--- config.mk ---
export PLATFORM = sky130hd
export DESIGN_NAME = lsu_mem_stage
export DESIGN_NICKNAME = d
export VERILOG_FILES = /design/src/rtl/lsu_mem_stage_pkg.sv /design/src/rtl/lsu_mem_stage_align.sv /design/src/rtl/lsu_mem_stage.sv
export SDC_FILE = /design/constraint.sdc
export NUM_CORES = 1
export LEC_CHECK = 0
export BUFFER_PORTS_ARGS = -buffer_cell sky130_fd_sc_hd__clkbuf_2
export CAP_MARGIN = 20
export CORE_MARGIN = 8
export CORE_UTILIZATION = 30
export CTS_BUF_LIST = sky130_fd_sc_hd__clkbuf_2 sky130_fd_sc_hd__clkbuf_4 sky130_fd_sc_hd__clkbuf_8
export CTS_CLUSTER_DIAMETER = 60
export DETAILED_ROUTE_END_ITERATION = 8
export PLACE_DENSITY = 0.54
export SLEW_MARGIN = 10
export SYNTH_ARGS = -nofsm -noshare
export SYNTH_HDL_FRONTEND = slang
export SYNTH_HIERARCHICAL = 1
export SYNTH_SLANG_ARGS = --single-unit
--- constraint.sdc ---
create_clock -name clk -period 3 [get_ports clk]
set_clock_uncertainty 0.2 [all_clocks]
set_input_delay 0.6 -clock clk [delete_from_list [all_inputs] [get_ports clk]]
set_output_delay 0.6 -clock clk [all_outputs]
set_load 0.005 [all_outputs]
--- src/rtl/lsu_mem_stage_pkg.sv ---
// Shared load/store encodings, FSM state and the registered request record
// for the LSU memory stage. The decoder can reuse the funct3 constants.
package lsu_mem_stage_pkg;

  localparam int NUM_LANES = 4;
  localparam int LANE_W    = 8;
  localparam int XLEN      = NUM_LANES * LANE_W;

  localparam logic [2:0] LS_B  = 3'b000;
  localparam logic [2:0] LS_H  = 3'b001;
  localparam logic [2:0] LS_W  = 3'b010;
  localparam logic [2:0] LS_BU = 3'b100;
  localparam logic [2:0] LS_HU = 3'b101;

  typedef enum logic [1:0] {
    ST_IDLE,
    ST_REQ,
    ST_WAIT,
    ST_DONE
  } lsu_state_e;

  // Everything the bus side needs once the access has left IDLE
  typedef struct packed {
    logic                 we;
    logic [XLEN-1:0]      addr;
    logic [1:0]           lo;
    logic [2:0]           funct3;
    logic [NUM_LANES-1:0] be;
    logic [XLEN-1:0]      wdata;
  } lsu_req_t;

  // Legal encoding and natural alignment for the access size
  function automatic logic access_ok(input logic [2:0] f3, input logic [1:0] lo);
    case (f3)
      LS_B, LS_BU: access_ok = 1'b1;
      LS_H, LS_HU: access_ok = ~lo[0];
      LS_W:        access_ok = (lo == 2'b00);
      default:     access_ok = 1'b0;
    endcase
  endfunction

endpackage

--- src/rtl/lsu_mem_stage_align.sv ---
// Combinational byte-lane formatting: store replication/byte enables on the
// way out, lane extract and sign/zero extension on the way back.
module lsu_align
  import lsu_mem_stage_pkg::*;
(
  input  logic [1:0]           st_size,
  input  logic [1:0]           st_lo,
  input  logic [XLEN-1:0]      st_data,
  output logic [XLEN-1:0]      st_wdata,
  output logic [NUM_LANES-1:0] st_be,
  input  logic [2:0]           ld_funct3,
  input  logic [1:0]           ld_lo,
  input  logic [XLEN-1:0]      rdata,
  output logic [XLEN-1:0]      ld_data
);

  logic [NUM_LANES-1:0][LANE_W-1:0] wlane;
  logic [NUM_LANES-1:0][LANE_W-1:0] rlane;
  logic [LANE_W-1:0]                byte_v;
  logic [2*LANE_W-1:0]              half_v;

  // Each lane picks its slice of rs2 and decides whether it is enabled
  for (genvar i = 0; i < NUM_LANES; i++) begin : g_lane
    localparam logic [1:0] LI = 2'(i);
    assign wlane[i] = (st_size == 2'b10) ? st_data[LANE_W*i +: LANE_W] :
                      (st_size == 2'b01) ? st_data[LANE_W*(i%2) +: LANE_W] :
                                           st_data[LANE_W-1:0];
    assign st_be[i] = (st_size == 2'b00) ? (st_lo == LI) :
                      (st_size == 2'b01) ? (st_lo[1] == LI[1]) :
                      (st_size == 2'b10);
  end

  assign st_wdata = wlane;
  assign rlane    = rdata;
  assign byte_v   = rlane[ld_lo];
  assign half_v   = ld_lo[1] ? rdata[XLEN-1:2*LANE_W] : rdata[2*LANE_W-1:0];

  always_comb begin
    ld_data = rdata;
    case (ld_funct3)
      LS_B:    ld_data = {{(XLEN-LANE_W){byte_v[LANE_W-1]}}, byte_v};
      LS_BU:   ld_data = {{(XLEN-LANE_W){1'b0}}, byte_v};
      LS_H:    ld_data = {{(XLEN-2*LANE_W){half_v[2*LANE_W-1]}}, half_v};
      LS_HU:   ld_data = {{(XLEN-2*LANE_W){1'b0}}, half_v};
      default: ld_data = rdata;
    endcase
  end

endmodule

--- src/rtl/lsu_mem_stage.sv ---
// Load/store stage: launches one data-memory access per instruction over
// req/gnt/rvalid, stalls the core meanwhile, and aborts stuck accesses.
module lsu_mem_stage
  import lsu_mem_stage_pkg::*;
#(
  parameter int TIMEOUT_CYCLES = 255
) (
  input  logic        clk,
  input  logic        rst_n,
  input  logic        mem_read_i,
  input  logic        mem_write_i,
  input  logic [2:0]  funct3_i,
  input  logic [31:0] addr_i,
  input  logic [31:0] store_data_i,
  output logic        dmem_req_o,
  output logic        dmem_we_o,
  output logic [31:0] dmem_addr_o,
  output logic [3:0]  dmem_be_o,
  output logic [31:0] dmem_wdata_o,
  input  logic        dmem_gnt_i,
  input  logic        dmem_rvalid_i,
  input  logic [31:0] dmem_rdata_i,
  output logic [31:0] load_data_o,
  output logic        stall_o,
  output logic        misaligned_o,
  output logic        bus_err_o
);

  localparam int CNT_W = $clog2(TIMEOUT_CYCLES + 1);
  localparam logic [CNT_W-1:0] TMO    = CNT_W'(TIMEOUT_CYCLES);
  localparam logic [CNT_W-1:0] TMO_M1 = CNT_W'(TIMEOUT_CYCLES - 1);

  lsu_state_e       state;
  lsu_req_t         req_q;
  logic [CNT_W-1:0] cnt;
  logic             access, legal, start, tmo_hit;
  logic [31:0]      fmt_wdata, ld_ext;
  logic [3:0]       fmt_be;

  assign access  = mem_read_i | mem_write_i;
  assign legal   = access_ok(funct3_i, addr_i[1:0]);
  assign start   = (state == ST_IDLE) & access & legal;
  // The cycle that would make the count reach the limit is the last one allowed
  assign tmo_hit = (cnt >= TMO_M1);

  lsu_align u_align (
    .st_size   (funct3_i[1:0]),
    .st_lo     (addr_i[1:0]),
    .st_data   (store_data_i),
    .st_wdata  (fmt_wdata),
    .st_be     (fmt_be),
    .ld_funct3 (req_q.funct3),
    .ld_lo     (req_q.lo),
    .rdata     (dmem_rdata_i),
    .ld_data   (ld_ext)
  );

  always_ff @(posedge clk) begin
    if (!rst_n) begin
      state       <= ST_IDLE;
      req_q       <= '0;
      cnt         <= '0;
      load_data_o <= '0;
      bus_err_o   <= 1'b0;
    end else begin
      bus_err_o <= 1'b0;
      case (state)
        ST_IDLE: begin
          if (start) begin
            req_q.we     <= mem_write_i;
            req_q.addr   <= {addr_i[31:2], 2'b00};
            req_q.lo     <= addr_i[1:0];
            req_q.funct3 <= funct3_i;
            req_q.be     <= fmt_be;
            req_q.wdata  <= fmt_wdata;
            cnt          <= '0;
            state        <= ST_REQ;
          end
        end
        ST_REQ: begin
          cnt <= (cnt == TMO) ? cnt : cnt + CNT_W'(1);
          if (dmem_gnt_i) begin
            state <= req_q.we ? ST_DONE : ST_WAIT;
          end else if (tmo_hit) begin
            bus_err_o <= 1'b1;
            state     <= ST_DONE;
          end
        end
        ST_WAIT: begin
          cnt <= (cnt == TMO) ? cnt : cnt + CNT_W'(1);
          // A response landing on the timeout cycle still completes normally
          if (dmem_rvalid_i) begin
            load_data_o <= ld_ext;
            state       <= ST_DONE;
          end else if (tmo_hit) begin
            bus_err_o <= 1'b1;
            state     <= ST_DONE;
          end
        end
        default: state <= ST_IDLE;
      endcase
    end
  end

  assign dmem_req_o   = (state == ST_REQ);
  assign dmem_we_o    = req_q.we;
  assign dmem_addr_o  = req_q.addr;
  assign dmem_be_o    = req_q.be;
  assign dmem_wdata_o = req_q.wdata;
  assign stall_o      = start | (state == ST_REQ) | (state == ST_WAIT);
  assign misaligned_o = (state == ST_IDLE) & access & ~legal;

endmodule

==> tab_implementation.tex <==
\begin{tabular}{lr}
\hline
Metric & Value \\
\hline
\multicolumn{2}{l}{\textbf{CTS}} \\
\quad Number of buffers between clock root and the deepest sink & 2 \\
\quad Clock latency at the later pin of the worst-skew pair & 0.42 ns \\
\quad Clock transition at path regs & 0.09 ns \\
\quad CTS tree & done \\
\quad H-Tree Level Count & 4 \\
\quad Number of sinks driven by the clock tree & 115 \\
\quad Clock tree root buffer cell & sky130\_fd\_sc\_hd\_\_clkbuf\_8 \\
\quad Number of buffers inserted for hold repair after clock tree synthesis & 0 \\
\quad Total clock buffers created by CTS & 17 \\
\quad Resized Gates After CTS & 0 \\
\quad Count of buffers added by post-CTS timing repair for setup & 0 \\
\multicolumn{2}{l}{\textbf{Run}} \\
\quad \# Max-Cap Violations & 0 \\
\multicolumn{2}{l}{\textbf{Global routing}} \\
\quad Largest net degree at the start of global routing & 187 \\
\quad Total Routing Usage GR & 0.1386 \\
\quad Gr ovfl total & 0 \\
\quad Antenna violations before repair & 1 \\
\quad First-pass GRT wire length & 29640 um \\
\quad Via count of the first global-routing pass & 5620 \\
\multicolumn{2}{l}{\textbf{Detailed routing}} \\
\quad DRC & 0 \\
\quad Ratio of routed vias to standard cells & 4.626 \\
\quad Number of vias after detailed routing & 5583 \\
\quad Starting DRC count in detailed routing & 261 \\
\quad Remaining antenna violation count after routing & 0 \\
\quad Drt first pass iters & 5 \\
\quad Average wire per standard cell & 15.60 um \\
\quad Detailed Route WL & 18830 um \\
\multicolumn{2}{l}{\textbf{Worst hold path}} \\
\quad Min-delay worst type & in2reg \\
\multicolumn{2}{l}{\textbf{Pwr}} \\
\quad Power share of the combinational group & 0.267 \\
\quad Largest vdd supply drop & 286.5 uV \\
\quad Total power density per cell area & 579.9 mW/mm2 \\
\quad Leakage power figure & 3.318 nW \\
\quad Clk pwr share & 0.331 \\
\quad Cell-internal power & 2.962 mW \\
\quad Switching part of the total & 0.3315 \\
\quad Relative contribution of sequential cells to total power & 0.402 \\
\quad Net switching component of the power & 1.469 mW \\
\multicolumn{2}{l}{\textbf{Critical path}} \\
\quad Critical path start-end classification & reg2out \\
\quad WP data required & 2.20 ns \\
\quad Nature of the critical path endpoint & output pin \\
\quad Worst setup SP type & register \\
\quad Critical path peak fanout & 6 \\
\quad Internal reg-to-reg setup slack & 0.72 ns \\
\quad Crit path arrival time & 1.96 ns \\
\multicolumn{2}{l}{\textbf{Logic synthesis}} \\
\quad Share of synthesized area spent on multiplexers & 0.1670 \\
\quad Post-Synth XOR/XNOR Area & 0.002487 \\
\quad Post-Synth Simple-Gate Area & 0.2003 \\
\quad Total number of yosys warnings & 6 \\
\quad Mapped Area & 0.006540 mm2 \\
\quad EDFF count, synth & 0 \\
\quad Post-synthesis adder-cell area fraction & 0.01148 \\
\quad Post-synthesis cell count & 805 \\
\quad Synth Area in Compound Gates & 0.1374 \\
\quad Main flop type after synthesis & sky130\_fd\_sc\_hd\_\_dfxtp\_1 \\
\quad Seq cells post-synth & 115 \\
\quad Number of library cell types mapped by synthesis & 55 \\
\quad Average size of a mapped cell & 8.124 um2 \\
\quad Sequential fraction of the synthesis area & 0.3520 \\
\quad Main combinational cell family by area after synthesis & simple AND/OR/NAND/NOR gates \\
\quad Fraction of registers with async set or reset after synthesis & 0 \\
\multicolumn{2}{l}{\textbf{STA}} \\
\quad Final Slew Violations & 0 \\
\quad Total negative setup slack & 0 ns \\
\quad Time the final worst path needs with I/O delays and setup & 2.763 ns \\
\quad Final cycle utilization of the critical path & 0.9211 \\
\quad Final hold viol count & 0 \\
\quad Count of endpoints failing setup in the final report & 0 \\
\quad Worst hold slack across all endpoints & 0.1832 ns \\
\quad Fmax & 361.9 MHz \\
\quad Max-slew headroom & 0.4592 \\
\quad Transition at the pin with the smallest max-transition slack & 0.8112 ns \\
\quad RSZ-0062 raised after global routing & false \\
\multicolumn{2}{l}{\textbf{Cells and area}} \\
\quad Share of cells above drive strength 1 & 0.3089 \\
\quad Final design instance area without fill & 0.007641 mm2 \\
\quad Layout-stage area growth over the synthesis result & 16.84\% \\
\quad Count of nets after finishing & 1024 \\
\multicolumn{2}{l}{\textbf{Status}} \\
\quad Result of the run & finished clean \\
\multicolumn{2}{l}{\textbf{Placement}} \\
\quad Placed instance area & 0.007243 mm2 \\
\quad HPWL after DPL & 13600 um \\
\quad Input/output buffers & 207 \\
\quad Global placement routability congestion & 0.8507 \\
\multicolumn{2}{l}{\textbf{Floorplan}} \\
\quad Number of I/O pins & 210 \\
\quad Number of rows created at floorplan & 54 \\
\quad Die outline height & 163.7 um \\
\quad Area of the die & 0.02678 mm2 \\
\quad Core Box Area & 0.02162 mm2 \\
\quad Starting density of the core & 0.3025 \\
\quad Die extent in x & 163.7 um \\
\hline
\end{tabular}
[per-layer routing]
metal / routed length (um) / global-route usage / up-vias / part of all wire
li1: - / - / 2850 / -
met1: 8449 / 0.1714 / 2524 / 0.45
met2: 8090 / 0.2104 / 191 / 0.43
met3: 2004 / 0.06477 / 16 / 0.11
met4: 273 / 0.04256 / 2 / 0.014
met5: 13 / 0 / - / 0.00069
[cells by family (layout without fill, tap and decap cells)]
family                   after synthesis  after routing
AND/OR/NAND/NOR                      313            313
buffers and inverters                139            259
flip-flops                           115            115
XOR/XNOR                               1              1
other                                  1              3
adder cells (fa/ha/maj)                6              6
multiplexers                         106            106
AO/OA/AOI/OAI                        124            124
[per-stage QoR]
step                      worst slack (ns)  power [mW]  cells    util
final                               0.2368       4.431   1207  0.3534
after global routing               0.06333       4.718   1206  0.3533
after global placement              0.4327       3.014   1174  0.3350
after CTS                           0.1768       4.529   1206  0.3533
after floorplan                     0.7139       2.731    806       -
after detailed placement            0.3820       3.017   1174  0.3350
[cells in the mapped netlist (9+ instances only)]
library cell	instances	area [um2]
sky130_fd_sc_hd__a21boi_0	32	240.2
sky130_fd_sc_hd__buf_2	16	80.08
sky130_fd_sc_hd__nand2_2	10	62.56
sky130_fd_sc_hd__clkbuf_1	36	135.1
sky130_fd_sc_hd__nor2_1	19	71.32
sky130_fd_sc_hd__mux2_2	15	168.9
sky130_fd_sc_hd__a22o_1	9	78.83
sky130_fd_sc_hd__mux2i_1	86	860.8
sky130_fd_sc_hd__a211oi_1	13	97.59
sky130_fd_sc_hd__a21oi_1	21	105.1
sky130_fd_sc_hd__o21ai_0	11	55.05
sky130_fd_sc_hd__nand2_1	245	919.6
sky130_fd_sc_hd__dfxtp_1	115	2302
sky130_fd_sc_hd__nor2b_1	13	81.33
sky130_fd_sc_hd__buf_4	76	570.6
[power by group through the flow]
stage | Sequential, mW | Clock (mW) | Combinational, mW
CTS | 1.78 | 1.54 | 1.21
global route | 1.80 | 1.60 | 1.31
global placement | 1.81 | 0 | 1.20
detailed placement | 1.81 | 0 | 1.20
floorplan | 1.77 | 0 | 0.963
finish | 1.78 | 1.47 | 1.18
[critical path: stages, from the launching register on]
cell,delay [ns]
sky130_fd_sc_hd__dfxtp_1,0.42
sky130_fd_sc_hd__inv_1,0.09
sky130_fd_sc_hd__ha_1,0.30
sky130_fd_sc_hd__o21ai_0,0.22
sky130_fd_sc_hd__nor2b_4,0.09
sky130_fd_sc_hd__or3_1,0.31
sky130_fd_sc_hd__clkbuf_2,0.12
[registers in the layout, indices dropped and copies added, names as in the netlist]
name	flops
cnt	8
bus_err_o	1
load_data_o	32
dmem_wdata_o	32
dmem_we_o	1
req_q	5
dmem_be_o	4
state	2
dmem_addr_o	30
[path summary, 6_finish.rpt]
check / from / end / depth (start not counted)
setup reg to reg: req_q[39]$_SDFFE_PN0P_ / load_data_o[17]$_SDFFE_PN0P_ / 6
hold / removal: addr_i[25] / dmem_addr_o[25]$_SDFFE_PN0P_ / 3
hold reg to reg: dmem_be_o[1]$_SDFFE_PN0P_ / dmem_be_o[1]$_SDFFE_PN0P_ / 2
setup / recovery: state[0]$_SDFFE_PN0P_ / stall_o / 6
[cell type report]
cell class | count | area [um2]
Tap cell | 280 | 350.3
Clock inverter | 14 | 153.9
Fill cell | 2333 | 13980
Sequential cell | 115 | 2302
Antenna cell | 1 | 2.502
Multi-Input combinational cell | 552 | 3407
Inverter | 8 | 30.03
Timing Repair Buffer | 219 | 1154
Clock buffer | 18 | 241.5
[layout by cell type, fill, tap and decap left out, drive strengths merged, types with 7 or more instances in the layout]
cell type	instances
a211oi	13
a21boi	33
a21oi	22
a22o	9
a22oi	7
buf	13
clkbuf	224
dfxtp	115
inv	11
mux2	19
mux2i	87
nand2	255
nor2	19
nor2b	13
o21ai	16
Note: power is estimated with default switching activity, not from simulation.
